`src/rtl/dsp_mac_sequencer_if.sv`:
```
// Operand-source handshake and DSP48A1 slice control bundle for the MAC sequencer.
interface dsp_mac_sequencer_if #(
   parameter int unsigned CNT_W = 10
);
   logic             start;
   logic [CNT_W-1:0] len;
   logic             in_valid;
   logic             in_ready;
   logic             cea;
   logic             ceb;
   logic             cem;
   logic             cep;
   logic [7:0]       opmode;
   logic             busy;
   logic             res_valid;
   logic             done;

   // Sequencer side: consumes run requests/operands, drives slice controls.
   modport master (
      input  start, len, in_valid,
      output in_ready, cea, ceb, cem, cep, opmode, busy, res_valid, done
   );

   // Source/observer side.
   modport slave (
      output start, len, in_valid,
      input  in_ready, cea, ceb, cem, cep, opmode, busy, res_valid, done
   );
endinterface

```
`src/rtl/dsp_mac_sequencer.sv`:
```
// Sequences a DSP48A1 slice (pre-adder bypassed) through an N-term multiply-accumulate.
// A {valid, first} flag pipeline matched to the slice's A/B and M register depth
// decides, at the post-adder stage, whether P loads, accumulates or holds.
module dsp_mac_sequencer #(
   parameter int unsigned CNT_W  = 10,
   parameter int unsigned IN_LAT = 1,
   parameter int unsigned M_LAT  = 1
) (
   input  logic                clk,
   input  logic                rst,
   dsp_mac_sequencer_if.master bus
);

   localparam int unsigned LAT     = IN_LAT + M_LAT;
   localparam logic [7:0]  OP_LOAD = 8'h01;  // X=M, Z=0
   localparam logic [7:0]  OP_ACC  = 8'h09;  // X=M, Z=P
   localparam logic [7:0]  OP_HOLD = 8'h00;

   typedef enum logic [1:0] {
      IDLE  = 2'd0,
      ACCUM = 2'd1,
      DRAIN = 2'd2,
      FIN   = 2'd3
   } state_t;

   state_t           state;
   state_t           state_next;
   logic [CNT_W-1:0] remaining;
   logic [CNT_W-1:0] len_q;
   logic             in_ready;
   logic             accept;
   logic             first_beat;
   logic             last_beat;
   logic             post_valid;
   logic             post_first;
   logic             inner_valid;
   logic             ce_q;
   logic             busy_q;
   logic             done_q;
   logic             res_valid_q;

   assign in_ready   = (state == ACCUM) && (remaining != '0);
   assign accept     = bus.in_valid && in_ready;
   assign first_beat = (remaining == len_q);
   assign last_beat  = (remaining == CNT_W'(1));

   // State register.
   always_ff @(posedge clk or negedge rst) begin
      if (!rst) begin
         state <= IDLE;
      end else begin
         state <= state_next;
      end
   end

   // Next-state decode; DRAIN exits once only the post-adder stage may still hold a beat.
   always_comb begin
      state_next = state;
      case (state)
         IDLE: begin
            if (bus.start) begin
               state_next = (bus.len == '0) ? FIN : ACCUM;
            end
         end
         ACCUM: begin
            if (accept && last_beat) begin
               state_next = (LAT == 0) ? FIN : DRAIN;
            end
         end
         DRAIN: begin
            if (!inner_valid) begin
               state_next = FIN;
            end
         end
         FIN:     state_next = IDLE;
         default: state_next = IDLE;
      endcase
   end

   // Term counter: loaded on start, decremented per accepted beat.
   always_ff @(posedge clk or negedge rst) begin
      if (!rst) begin
         remaining <= '0;
         len_q     <= '0;
      end else if ((state == IDLE) && bus.start) begin
         remaining <= bus.len;
         len_q     <= bus.len;
      end else if (accept) begin
         remaining <= remaining - CNT_W'(1);
      end
   end

   // Registered status and A/B/M enables, decoded from the next state.
   always_ff @(posedge clk or negedge rst) begin
      if (!rst) begin
         ce_q        <= 1'b0;
         busy_q      <= 1'b0;
         done_q      <= 1'b0;
         res_valid_q <= 1'b0;
      end else begin
         ce_q        <= (state_next == ACCUM) || (state_next == DRAIN);
         busy_q      <= (state_next != IDLE);
         done_q      <= (state_next == FIN);
         res_valid_q <= (state_next == FIN) && (state != IDLE);
      end
   end

   generate
      if (LAT == 0) begin : g_direct
         assign post_valid  = accept;
         assign post_first  = accept && first_beat;
         assign inner_valid = 1'b0;
      end else begin : g_pipe
         logic [LAT-1:0] flag_valid;
         logic [LAT-1:0] flag_first;

         // Flag shift register; stage LAT-1 lines up with the post-adder.
         always_ff @(posedge clk or negedge rst) begin
            if (!rst) begin
               flag_valid <= '0;
               flag_first <= '0;
            end else begin
               flag_valid[0] <= accept;
               flag_first[0] <= accept && first_beat;
               for (int unsigned i = 1; i < LAT; i++) begin
                  flag_valid[i] <= flag_valid[i-1];
                  flag_first[i] <= flag_first[i-1];
               end
            end
         end

         assign post_valid = flag_valid[LAT-1];
         assign post_first = flag_first[LAT-1];

         if (LAT > 1) begin : g_inner
            assign inner_valid = |flag_valid[LAT-2:0];
         end else begin : g_single
            assign inner_valid = 1'b0;
         end
      end
   endgenerate

   assign bus.in_ready  = in_ready;
   assign bus.cea       = ce_q;
   assign bus.ceb       = ce_q;
   assign bus.cem       = ce_q;
   assign bus.cep       = post_valid;
   assign bus.opmode    = post_valid ? (post_first ? OP_LOAD : OP_ACC) : OP_HOLD;
   assign bus.busy      = busy_q;
   assign bus.done      = done_q;
   assign bus.res_valid = res_valid_q;

endmodule

```
`src/flat_wrapper.sv`:
```
// flat-port wrapper written by rule: the top's interface ports become plain ports
module dsp_mac_sequencer_flat 
#(
   parameter int unsigned CNT_W  = 10,
   parameter int unsigned IN_LAT = 1,
   parameter int unsigned M_LAT  = 1
)
  (clk, rst, bus_start, bus_len, bus_in_valid, bus_in_ready, bus_cea, bus_ceb, bus_cem, bus_cep, bus_opmode, bus_busy, bus_res_valid, bus_done);
  dsp_mac_sequencer_if #(.CNT_W(CNT_W)) bus_i ();
  input  logic clk;
  input  logic rst;
  input wire logic [$bits(bus_i.start)-1:0] bus_start;
  input wire logic [$bits(bus_i.len)-1:0] bus_len;
  input wire logic [$bits(bus_i.in_valid)-1:0] bus_in_valid;
  output wire logic [$bits(bus_i.in_ready)-1:0] bus_in_ready;
  output wire logic [$bits(bus_i.cea)-1:0] bus_cea;
  output wire logic [$bits(bus_i.ceb)-1:0] bus_ceb;
  output wire logic [$bits(bus_i.cem)-1:0] bus_cem;
  output wire logic [$bits(bus_i.cep)-1:0] bus_cep;
  output wire logic [$bits(bus_i.opmode)-1:0] bus_opmode;
  output wire logic [$bits(bus_i.busy)-1:0] bus_busy;
  output wire logic [$bits(bus_i.res_valid)-1:0] bus_res_valid;
  output wire logic [$bits(bus_i.done)-1:0] bus_done;
  assign bus_i.start = bus_start;
  assign bus_i.len = bus_len;
  assign bus_i.in_valid = bus_in_valid;
  assign bus_in_ready = bus_i.in_ready;
  assign bus_cea = bus_i.cea;
  assign bus_ceb = bus_i.ceb;
  assign bus_cem = bus_i.cem;
  assign bus_cep = bus_i.cep;
  assign bus_opmode = bus_i.opmode;
  assign bus_busy = bus_i.busy;
  assign bus_res_valid = bus_i.res_valid;
  assign bus_done = bus_i.done;
  dsp_mac_sequencer #(.CNT_W(CNT_W), .IN_LAT(IN_LAT), .M_LAT(M_LAT)) u_core (.clk(clk), .rst(rst), .bus(bus_i));
endmodule
```
`config.mk`:
```
export PLATFORM = sky130hd
export DESIGN_NAME = dsp_mac_sequencer_flat
export DESIGN_NICKNAME = d
export VERILOG_FILES = /design/src/rtl/dsp_mac_sequencer_if.sv /design/src/rtl/dsp_mac_sequencer.sv /design/src/flat_wrapper.sv
export SDC_FILE = /design/constraint.sdc
export NUM_CORES = 1
export LEC_CHECK = 0
export ABC_AREA = 0
export CORE_UTILIZATION = 45
export CTS_CLUSTER_SIZE = 12
export DETAILED_ROUTE_END_ITERATION = 10
export PLACE_DENSITY = 0.73
export SYNTH_ARGS = -nofsm -noshare
export SYNTH_HDL_FRONTEND = slang
export SYNTH_SLANG_ARGS = --single-unit
```
`constraint.sdc`:
```
create_clock -name clk -period 2.3 [get_ports clk]
set_input_delay 0.23 -clock clk [delete_from_list [all_inputs] [get_ports clk]]
set_output_delay 0.23 -clock clk [all_outputs]
set_load 0.05 [all_outputs]
```
# [Yosys cells after proc, flatten, opt, wreduce, memory -nomap -nowiden]
# Index checks and enable logic that the tools add are counted.
[totals] ff_bits=30 in_bits=14 output_inout_bits=16
[op_classes] addsub=1 n_eq_ne=8 n_mux=9 n_reduce_logical=13
[ops] op="2-to-1 mux 10 bit" n=2
[ops] op="equality test 10 x 1 -> 1 bit, second input constant" n=1
[ops] op="equality test 10 bit" n=1
[ops] op="logical NOT 10 bit" n=1
[ops] op="nonzero test 10 bit" n=1
[ops] op="subtractor 10 x 1 -> 10 bit, second input constant" n=1
[ops] op="equality test 2 bit, second input constant" n=4
[ops] op="2-to-1 mux 2 bit" n=4
[ops] op="2-to-1 mux 8 bit" n=1
[ops] op="one-hot mux 2 bit (4 select lines)" n=1
[ops] op="logical AND 1 bit" n=6
[ops] op="nonzero test 2 bit" n=3
[ops] op="equality test 2 x 1 -> 1 bit, second input constant" n=2
[ops] op="2-to-1 mux 4 bit" n=1
[ops] op="logical NOT 2 bit" n=1
[ops] op="logical OR 1 bit" n=1

# [Longest topological paths before layout]
[logic_depth] ltp_word=8 ltp_mapped=8

# [Least setup slack after synthesis]
# OpenSTA, ideal clock, no wires.
[synth_timing] kind="flip-flop to flip-flop" start="reg u_core.remaining[0]" end="reg u_core.remaining[6]" setup_ns=0.118 t_arrival_ns=1.691 required_ns=2.182 setup_slack_ns=0.491 stages_incl_launch_ff=8 path_buffers=0 path_cell_list="dfrtp_1 > inv_1 > ha_1 > nor3b_4 > a31o_2 > inv_2 > mux2_4 > a21o_1"
[synth_between] elab_chain_len=4 elab_cells_between_ends=7 classes_between="1 x add/sub; 2 x mux; 4 x reduce/logical"
[synth_rtl] item="start, declared" line="dsp_mac_sequencer.sv:28" rtl="logic [CNT_W-1:0] remaining;"
[synth_rtl] item="start signal, assigned" line="dsp_mac_sequencer.sv:86" rtl="remaining <= bus.len;"
[synth_rtl] item="start signal, assigned" line="dsp_mac_sequencer.sv:89" rtl="remaining <= remaining - CNT_W'(1);"
[synth_rtl] item="nonzero test 10 bit" line="dsp_mac_sequencer.sv:42" rtl="assign in_ready = (state == ACCUM) && (remaining != '0);"
[synth_rtl] item="logical AND 1 bit" line="dsp_mac_sequencer.sv:42"
[synth_rtl] item="logical AND 1 bit" line="dsp_mac_sequencer.sv:43" rtl="assign accept = bus.in_valid && in_ready;"
[synth_rtl] item="net u_core.accept" line="dsp_mac_sequencer.sv:31" rtl="logic accept;"
[synth_rtl] item="nonzero test 2 bit (no line)"
# The timed path passes the listed nets, and every way through them passes these cells. The select of a mux whose other input is x is not followed.
# A chain may end at the register's enable or synchronous reset.

# [Worst setup path in the final report]
[layout_timing] start="reg u_core.remaining[0]" end="out bus_in_ready"
[layout_between] elab_chain_len=2
[layout_rtl] item="nonzero test 10 bit" line="dsp_mac_sequencer.sv:42"
[layout_rtl] item="logical AND 1 bit" line="dsp_mac_sequencer.sv:42"
[layout_rtl] item="end, declared" line="flat_wrapper.sv:15" rtl="output wire logic [$bits(bus_i.in_ready)-1:0] bus_in_ready;"
# Every way passes these cells.

==> out/results.tsv <==
stage	metric	value	unit
run_status	status	finished clean	
detailed_routing	ANT nets after route	0	
worst_setup_path	kind of critical path	reg2out	
sta	RSZ-0062 raised after global routing	false	
worst_setup_path	R2R Path End	u_core.remaining[6]$_DFFE_PN0P_	
clocking	htree depth	2	
die	DIE AREA	3859	um2
sta	final hold violations	0	
detailed_routing	first-pass detailed-route iteration total	4	
global_route	M3 GR Usage	0.05515	
global_route	first-pass GRT wire length	6258	um
yosys	Cells after Synth	166	
die	Top Ports	30	
worst_setup_path	Critical Path RT	2070	ps
sta	Max Slew Vio Count	0	
sta	Peak Freq	457.2	MHz
global_route	busiest grt layer	met2	
cells_and_area	fillers	305	
die	Die Span Y	62.12	um
die	Core Region	3390	um2
global_route	global route total overflow	0	
sta	final setup fails	0	
yosys	cell area after synthesis	1627	um2
clocking	CTS sink cnt	30	
worst_hold_path	Hold Path Class	in2async	
pwr	Peak VDD IR	0.5931	mV
pwr	leakage power	0.8890	nW
worst_setup_path	critical register-to-register path startpoint	u_core.remaining[0]$_DFFE_PN0P_	
detailed_routing	initial DRC count	62	
global_route	Total GRT Usage	0.2098	
sta	Tcrit/Tclk final	0.9510	
clocking	Num CTS Buffers	5	
sta	post-layout min period	2187	ps
placement	Buffers on Ports	23	
cells_and_area	Layout area overhead	20.54	%
yosys	top cells by area, synth	dfrtp_1, nand2_1, buf_4	
cells_and_area	area of the multi-input gates	769.5	um2
clocking	clk slew on worst S/H paths	100	ps
cells_and_area	ant diodes	0	
yosys	Syn Area/Cell	9.799	um2
yosys	yosys warns	0	
global_route	initial antenna violation count	0	
cells_and_area	most common cell after layout, fill and taps aside	nand2_1	
yosys	asr flop ratio synth	1.000	
detailed_routing	DRC	0	
yosys	Yosys top cell area share	0.4615	
worst_setup_path	worst reg-to-reg setup slack	250	ps
die	row count	21	
cells_and_area	register cell area after layout	752.0	um2
clocking	CTS tree	built	
detailed_routing	Via Count	1304	
yosys	cell type with the largest total area after synthesis	dfrtp_1	
flow_run	Max Cap Viol	0	
global_route	largest net degree at the start of global routing	31	
placement	final RePlAce weighted congestion	0.8770	
cells_and_area	most frequent cells in the layout	nand2_1, dfrtp_1, clkdlybuf4s50_1, nand3_1	
worst_setup_path	R2R depth	7	
worst_setup_path	endpoint type of the worst setup path	primary output	
clocking	Root Driver	clkbuf_4	
yosys	EDFF count, synth	0	
global_route	GRT met1 Usage	0.2771	
sta	clk_skew	9.074	ps
yosys	synth unique cells	45	
placement	post-DP HPWL	2619	um
detailed_routing	Avg WL per Cell	15.00	um
cells_and_area	Post-layout nets	211	
worst_setup_path	crit start category	flop	
yosys	Seq/Total Area, Yosys	0.4615	
sta	post-route setup slack	112.7	ps
sta	setup TNS	0	ps
worst_setup_path	crit path DAT	1960	ps
yosys	FF+latch count, synth	30	
die	Starting Density	0.4799	
detailed_routing	Via-to-Cell Ratio	5.433	
sta	worst-margin pin slew	574.7	ps
worst_setup_path	CP Max Fanout	8	
placement	dpl ws	261.6	ps
yosys	top_reg_cell synth	dfrtp_1	
pwr	P per Cell Area	1268	nW/um2
die	Die X	62.12	um
clocking	CTS hold repair buffers	0	
global_route	grt met2 use	0.3214	
sta	Slew headroom	0.6157	
global_route	vias in the first global route	1319	
clocking	CTS Buffer Depth	2	
sta	final hold slack	285.0	ps
detailed_routing	DRT Wirelength	3600	um
cells_and_area	share of cells above drive strength 1	0.1340	
clocking	later-pin clock latency in the skew report	330	ps
area by class of cell:
| class | count | area share |
|---|---|---|
| multi-input cells | 119 | 0.3925 |
| well taps | 46 | 0.02936 |
| inverters | 8 | 0.01532 |
| flip-flops and latches | 30 | 0.3835 |
| repair buffers | 29 | 0.1391 |
| clock buffers | 8 | 0.04020 |
metrics by stage:
stage,util,std cells,cell area [um2],total power [W]
after floorplan,-,171,1645,0.001797
after global placement,0.5548,232,1881,0.002085
after detailed placement,0.5548,232,1881,0.002102
after CTS,0.5781,240,1959,0.002500
after global routing,0.5784,240,1961,0.002667
final,0.5784,240,1961,0.002485
cell usage after synthesis, drive strengths merged, types with 2 or more instances:
cell,number
o21ai,4
nor2,7
a31oi,2
ha,4
nand3b,2
nand3,8
nor3,4
o211ai,3
buf,11
nand4,4
a21oi,2
xnor2,6
clkbuf,3
inv,8
nor4,4
nor3b,3
nor4b,2
a221o,4
xor2,4
dfrtp,30
a21o,3
nand2,31
power by group:
part / internal, W / switching [W] / leakage, nW
combinational: 0.000501 / 0.000620 / 0.474
clock: 0.000209 / 0.000183 / 0.0446
sequential: 0.000720 / 0.000253 / 0.370
metal layers:
| metal | share of wire | wire (um) |
|---|---|---|
| met5 | 0 | 0 |
| met4 | 0.028 | 101 |
| met3 | 0.055 | 197 |
| met2 | 0.47 | 1696 |
| met1 | 0.45 | 1605 |
timing repair:
| item | CTS | global route |
|---|---|---|
| setup buffers | 0 | 0 |
| resized for setup | 0 | 1 |
| setup endpoints to repair | 0 | 1 |
worst max-delay path by stage:
stage	from	endpoint	depth (start not counted)
after floorplan	u_core.remaining[0]$_DFFE_PN0P_	u_core.remaining[6]$_DFFE_PN0P_	7
after global placement	bus_in_valid	u_core.remaining[6]$_DFFE_PN0P_	6
after detailed placement	bus_in_valid	u_core.remaining[6]$_DFFE_PN0P_	6
after CTS	u_core.remaining[1]$_DFFE_PN0P_	bus_in_ready	7
after global routing	u_core.remaining[0]$_DFFE_PN0P_	bus_in_ready	7
final	u_core.remaining[0]$_DFFE_PN0P_	bus_in_ready	7
flip-flops by register name, indices dropped and copies added, names as in the netlist:
register / flops
u_core.bus.cea: 1
u_core.g_pipe.flag_valid: 2
u_core.state: 2
u_core.remaining: 10
u_core.g_pipe.flag_first: 2
u_core.bus.res_valid: 1
u_core.bus.busy: 1
u_core.bus.done: 1
u_core.len_q: 10
worst max-delay path, cell delays in order (launching register included):
cell	delay [ps]
dfrtp_1	470
inv_1	90
ha_1	220
nor3b_4	210
buf_4	170
nand3_1	80
and3_1	190
buf_4	180
cell families (layout without fill, tap and decap cells):
family                   count (synthesis)  in the layout  synth area share
adder cells (fa/ha/maj)                  4              4           0.03077
multiplexers                             1              1          0.009228
flip-flops                              30             30            0.4615
buffers and inverters                   22             45           0.07692
AO/OA/AOI/OAI                           27             27            0.1308
other                                    1              6          0.002305
XOR/XNOR                                10             10           0.05384
AND/OR/NAND/NOR                         71             71            0.2346
No activity file was read; power rests on OpenSTA's default activity.
==> patch 1, RTL diff (same flow settings) <==
`IN_LAT` is set to 1 in 2 places; all go to 2.
--- a/src/rtl/dsp_mac_sequencer.sv
+++ b/src/rtl/dsp_mac_sequencer.sv
@@ -3,7 +3,7 @@
 // decides, at the post-adder stage, whether P loads, accumulates or holds.
 module dsp_mac_sequencer #(
    parameter int unsigned CNT_W  = 10,
-   parameter int unsigned IN_LAT = 1,
+   parameter int unsigned IN_LAT = 2,
    parameter int unsigned M_LAT  = 1
 ) (
    input  logic                clk,
--- a/src/flat_wrapper.sv
+++ b/src/flat_wrapper.sv
@@ -2,7 +2,7 @@
 module dsp_mac_sequencer_flat 
 #(
    parameter int unsigned CNT_W  = 10,
-   parameter int unsigned IN_LAT = 1,
+   parameter int unsigned IN_LAT = 2,
    parameter int unsigned M_LAT  = 1
 )
   (clk, rst, bus_start, bus_len, bus_in_valid, bus_in_ready, bus_cea, bus_ceb, bus_cem, bus_cep, bus_opmode, bus_busy, bus_res_valid, bus_done);
Check against the original RTL: not equivalent (a bounded check fails within 4 cycles, from zero or initial values and one cycle with rst low).
==> patch 1 against the unedited design <==
Via count barely moved; total power is 4.8% higher; die area rose by 1.4%; critical path type unchanged; non-clock buffer count fell by 2; global-route usage fell by 1.5 points; synthesized area rose by 1.5%; sequential cell count is 2 higher; register-to-register slack is essentially flat; routed wire length down 7.4%; cell area stayed put; worst setup slack better by 0.069 ns; highest routed layer unchanged; fmax is 3.3% higher; clock skew decreased by 0.0055 ns.
==> patch 1: results (changes against the unedited design) <==
worst ir drop on vdd 0.685 mV (was 0.593 mV); cts bufs inserted 5 (unchanged); adder-cell area share of the yosys netlist 3.03% (was 3.08%); met1 Use GR 24.7% (was 27.7%); nets 209 (was 211); final WL 3330 um (was 3600 um); Met2 Routed Length 1620 um (was 1700 um); CP peak stage delay 0.49 ns (was 0.47 ns); wire length per cell 14.0 um (was 15.0 um); leakage power 0.886 nW (was 0.889 nW); post-DR vias/cell 5.48 (was 5.43); WL met3 171 um (was 197 um); Top Registers u_core.len_q: 10 flops, u_core.remaining: 10 flops (unchanged); hpwl dp 2490 um (was 2620 um); Place WS 0.278 ns (was 0.262 ns); post-synthesis compound-gate area fraction 13.1% (about the same); XOR/XNOR share of the synthesized area 5.31% (was 5.38%); GRT met3 Usage 3.65% (was 5.51%); result of the run complete, no violations (unchanged); Worst-Margin Slew 0.511 ns (was 0.575 ns); Worst EP arrival 1.89 ns (was 1.96 ns); CP top delay family flip-flops (was simple AND/OR/NAND/NOR gates); placed inst area 1890 um^2 (was 1880 um^2); top cells by count, synth 32 x dfrtp_1, 30 x nand2_1, 11 x nand3_1, 9 x buf_4, 7 x inv_1 (was 31 x nand2_1, 30 x dfrtp_1, 11 x buf_4, 8 x nand3_1, 7 x inv_1); clk_lat worst skew 0.33 ns (about the same); Post-Synthesis Cells 169 (was 166); Hold WS 0.290 ns (was 0.285 ns); clk slew on worst S/H paths 0.10 ns (about the same); dpl cells 230 (was 232); layout cells sized above 1 10.9% (was 13.4%); first-pass GRT wire length 5910 um (was 6260 um); M2 GR Usage 31.5% (was 32.1%); switching power 0.00115 W (was 0.00106 W); wire length on met1 1420 um (was 1610 um); All-Layer GR Usage 19.5% (was 21.0%); Clock Path Buffers 2 (unchanged); main area contributors after synthesis dfrtp_1 49%, nand2_1 6.8%, buf_4 4.1% (was dfrtp_1 46%, nand2_1 7.2%, buf_4 5.1%); Seq/Total Area, Yosys 48.5% (was 46.2%); Die ar. 3910 um^2 (was 3860 um^2); Reg2Reg Launch Point u_core.remaining[0] (unchanged); initial DRC count 42 (was 62); largest net degree at the start of global routing 33 (was 31); uppermost layer routed met4 (unchanged); reg2reg path depth 8 (was 7); R2R Path End u_core.bus.res_valid (was u_core.remaining[6]); Synth async-reset ratio 100% (unchanged); Setup Skew 0.00361 ns (was 0.00907 ns); mux share of post-synthesis cell area 0% (was 0.923%); Antenna Cells 0 (unchanged); vias in the first global route 1,269 (was 1,319); GP Congestion 0.954 (was 0.877)
==> patch 1: logic make-up (layout without fill, tap and decap cells) <==
group | count (synthesis) | after routing
fa+ha+maj | 4 | 4
flops | 32 | 32
buf+inv | 24 | 42
simple gates | 69 | 69
other cells | 1 | 6
xor+xnor | 10 | 10
compound gates | 29 | 29
==> patch 1: how the worst max path moves through the flow <==
stage	start	endpoint	slack, ns	cells past startpoint
2_1_floorplan	u_core.remaining[0]	bus_in_ready	0.37	4
3_3_place_gp	u_core.remaining[0]	u_core.remaining[9]	0.29	7
6_report	u_core.remaining[0]	bus_in_ready	0.18	5
5_1_grt	u_core.remaining[0]	u_core.bus.res_valid	0.006	8
4_1_cts	u_core.remaining[0]	bus_in_ready	0.15	5
3_5_place_dp	u_core.remaining[0]	u_core.remaining[7]	0.28	7
==> patch 1: repair_timing <==
item                       CTS  global route
setup endpoints to repair    0             1
setup buffers                0             0
resized for setup            0             1
hold buffers                 0             0
==> patch 1: worst reg2reg max path, stage by stage, from the launching register on <==
cell	delay, ns
dfrtp_1	0.49
inv_1	0.07
ha_1	0.24
nor4b_1	0.31
nand4_1	0.17
nand3_1	0.14
o311ai_0	0.17
ha_1	0.26
o21a_1	0.10
==> patch 1: final cells by class <==
type	instances	area [um^2]
clock buffer	6	51.3
clock inverter	2	10.0
fill	306	1460
inverter	7	26.3
multi-input combinational	118	744
sequential	32	801
tap	46	57.6
timing repair buffer	27	270
==> patch 1: power by group through the flow <==
stage          Clock, W  Combinational [W]  Sequential, W
5_1_grt        0.000363            0.00138        0.00107
4_1_cts        0.000343            0.00125        0.00102
3_5_place_dp          0            0.00124        0.00103
6_report       0.000336            0.00125        0.00102
2_1_floorplan         0           0.000952        0.00100
3_3_place_gp          0            0.00122        0.00102
==> patch 2, RTL diff (config.mk and constraints unchanged) <==
Made on the original files. The 4 states of `state_t` get a one-hot encoding in 4 bits.
--- a/src/rtl/dsp_mac_sequencer.sv
+++ b/src/rtl/dsp_mac_sequencer.sv
@@ -16,11 +16,11 @@
    localparam logic [7:0]  OP_ACC  = 8'h09;  // X=M, Z=P
    localparam logic [7:0]  OP_HOLD = 8'h00;
 
-   typedef enum logic [1:0] {
-      IDLE  = 2'd0,
-      ACCUM = 2'd1,
-      DRAIN = 2'd2,
-      FIN   = 2'd3
+   typedef enum logic [3:0] {
+      IDLE  = 4'b0001,
+      ACCUM = 4'b0010,
+      DRAIN = 4'b0100,
+      FIN   = 4'b1000
    } state_t;
 
    state_t           state;
Check against the original RTL: no difference found for any inputs over 10 cycles, from zero or initial values and one cycle with rst low; not proved beyond that.
==> patch 2 against the unedited design <==
Via count is 3.3% higher; utilization increased by 2.1 points; register-to-register slack worse by 0.11 ns; critical path depth is 1 lower; synthesized area increased by 2.2%; worst setup slack lost 0.074 ns; total power is 9.2% higher; clock skew fell by 0.0013 ns; sequential cell count grew 2; worst hold slack better by 0.054 ns; routed wire length up 0.11%; largest cell class is now flip-flops and latches; cell area is 5.2% higher; non-clock buffer count increased by 3.
==> patch 2: results (changes against the unedited design) <==
flop2flop setup slack 0.14 ns (was 0.25 ns); clk_lat worst skew 0.29 ns (was 0.33 ns); Clock Path Buffers 2 (unchanged); clk slew on worst S/H paths 0.07 ns (was 0.10 ns); clock root cell clkbuf_8 (was clkbuf_4); Hold WS 0.339 ns (was 0.285 ns); P_int 0.00165 W (was 0.00143 W); Worst EP arrival 2.03 ns (was 1.96 ns); R2R Path End u_core.remaining[5] (was u_core.remaining[6]); Seq/Total Area, Yosys 48.3% (was 46.2%); Post-synth top flop dfrtp_1 (unchanged); Synth async-reset ratio 100% (unchanged); main area contributors after synthesis dfrtp_1 47%, nand2_1 7.5%, buf_4 4.1% (was dfrtp_1 46%, nand2_1 7.2%, buf_4 5.1%); critical-path maximum fanout 9 (was 8); fill cell count 272 (was 305); Setup Skew 0.00782 ns (was 0.00907 ns); Top Registers u_core.len_q: 10 flops, u_core.remaining: 10 flops, u_core.state: 4 flops (was u_core.len_q: 10 flops, u_core.remaining: 10 flops); GP Congestion 0.873 (was 0.877); result of the run complete, no violations (unchanged); hpwl dp 2640 um (was 2620 um); Worst-Margin Slew 0.632 ns (was 0.575 ns); worst ir drop on vdd 0.618 mV (was 0.593 mV); layout cells sized above 1 16.8% (was 13.4%); initial DRC count 53 (was 62); All-Layer GR Usage 20.6% (was 21.0%); top cells by count, synth 33 x nand2_1, 31 x dfrtp_1, 10 x nand3_1, 9 x buf_4 (was 31 x nand2_1, 30 x dfrtp_1, 11 x buf_4, 8 x nand3_1, 7 x inv_1); Place WS 0.168 ns (was 0.262 ns); first-pass GRT wire length 6140 um (was 6260 um); initial antenna violation count 0 (unchanged); Vias 1,347 (was 1,304); vias in the first global route 1,351 (was 1,319); cts bufs inserted 5 (unchanged); largest net degree at the start of global routing 33 (was 31); Cell variety after synth 42 (was 45); leakage power 0.898 nW (was 0.889 nW); final WL 3600 um (about the same); reg2reg path depth 5 (was 7); Reg2Reg Launch Point u_core.remaining[5] (was u_core.remaining[0])
patch 2: changes by cell type after synthesis, moves of 3 or more:
| cell | change |
|---|---|
| or3_2 | +3 |
| o311ai_0 | +4 |
| a21o_1 | -3 |
| a221o_1 | -4 |
patch 2: what timing repair did:
action,in CTS,in global routing
endpoints found under the setup margin,1,1
endpoints found under the hold margin,0,0
gates resized for setup,3,1
patch 2: metrics by stage:
stage | instances | instance area [um^2]
floorplan | 173 | 1680
global placement | 234 | 1920
detailed placement | 234 | 1920
CTS | 242 | 2050
global route | 242 | 2060
finish | 242 | 2060
patch 2: layer usage:
layer | wire [um] | vias to the layer above | global-route usage (%)
met5 | 0 | - | 0
met4 | 57 | 0 | 8.43
met3 | 191 | 7 | 5.29
met2 | 1860 | 45 | 36.4
met1 | 1500 | 665 | 23.4
li1 | - | 630 | -
patch 2: worst max path at each step:
stage,startpoint,slack (ns),end,cells after the start
after global placement,u_core.remaining[5],0.23,u_core.remaining[5],5
after global routing,u_core.remaining[0],0.0004,bus_in_ready,6
after detailed placement,u_core.remaining[1],0.17,u_core.remaining[5],7
after floorplan,u_core.remaining[0],0.03,u_core.remaining[5],9
final,u_core.remaining[1],0.04,bus_in_ready,6
after CTS,u_core.remaining[1],0.02,bus_in_ready,6
patch 2: worst max-delay path, cell delays in order (launching register included):
cell and delay, ns:
dfrtp_1 0.39, inv_1 0.12, ha_4 0.16, or3b_4 0.40, buf_4 0.18, o31a_2 0.35
buf_6 0.16
patch 2: cells by family after synthesis:
kind of cell / Yosys count / synth area share [%]
buffers and inverters: 23 / 8.28
and+or+nand+nor: 78 / 25.3
DFF: 32 / 48.3
adders and majority gates: 2 / 1.51
muxes: 1 / 0.602
AOI/OAI and AO/OA: 21 / 10.5
xor gates and xnor gates: 10 / 5.27
other: 1 / 0.226
patch 2: cell type report:
class	count	area (um^2)	share of cell area, %
Sequential cell	32	802	38.9
Clock buffer	7	96.3	4.67
Clock inverter	1	30.0	1.46
Multi-Input combinational cell	118	756	36.6
Tap cell	46	57.6	2.79
Inverter	6	22.5	1.09
Timing Repair Buffer	32	299	14.5
patch 2: power groups by stage:
| stage | registers [W] | logic (W) | clock network, W |
|---|---|---|---|
| 2_1_floorplan | 0.000999 | 0.000782 | 0 |
| 5_1_grt | 0.00101 | 0.00125 | 0.000620 |
| 3_5_place_dp | 0.000981 | 0.00110 | 0 |
| 6_report | 0.000985 | 0.00114 | 0.000587 |
| 3_3_place_gp | 0.000972 | 0.00108 | 0 |
| 4_1_cts | 0.000981 | 0.00113 | 0.000595 |
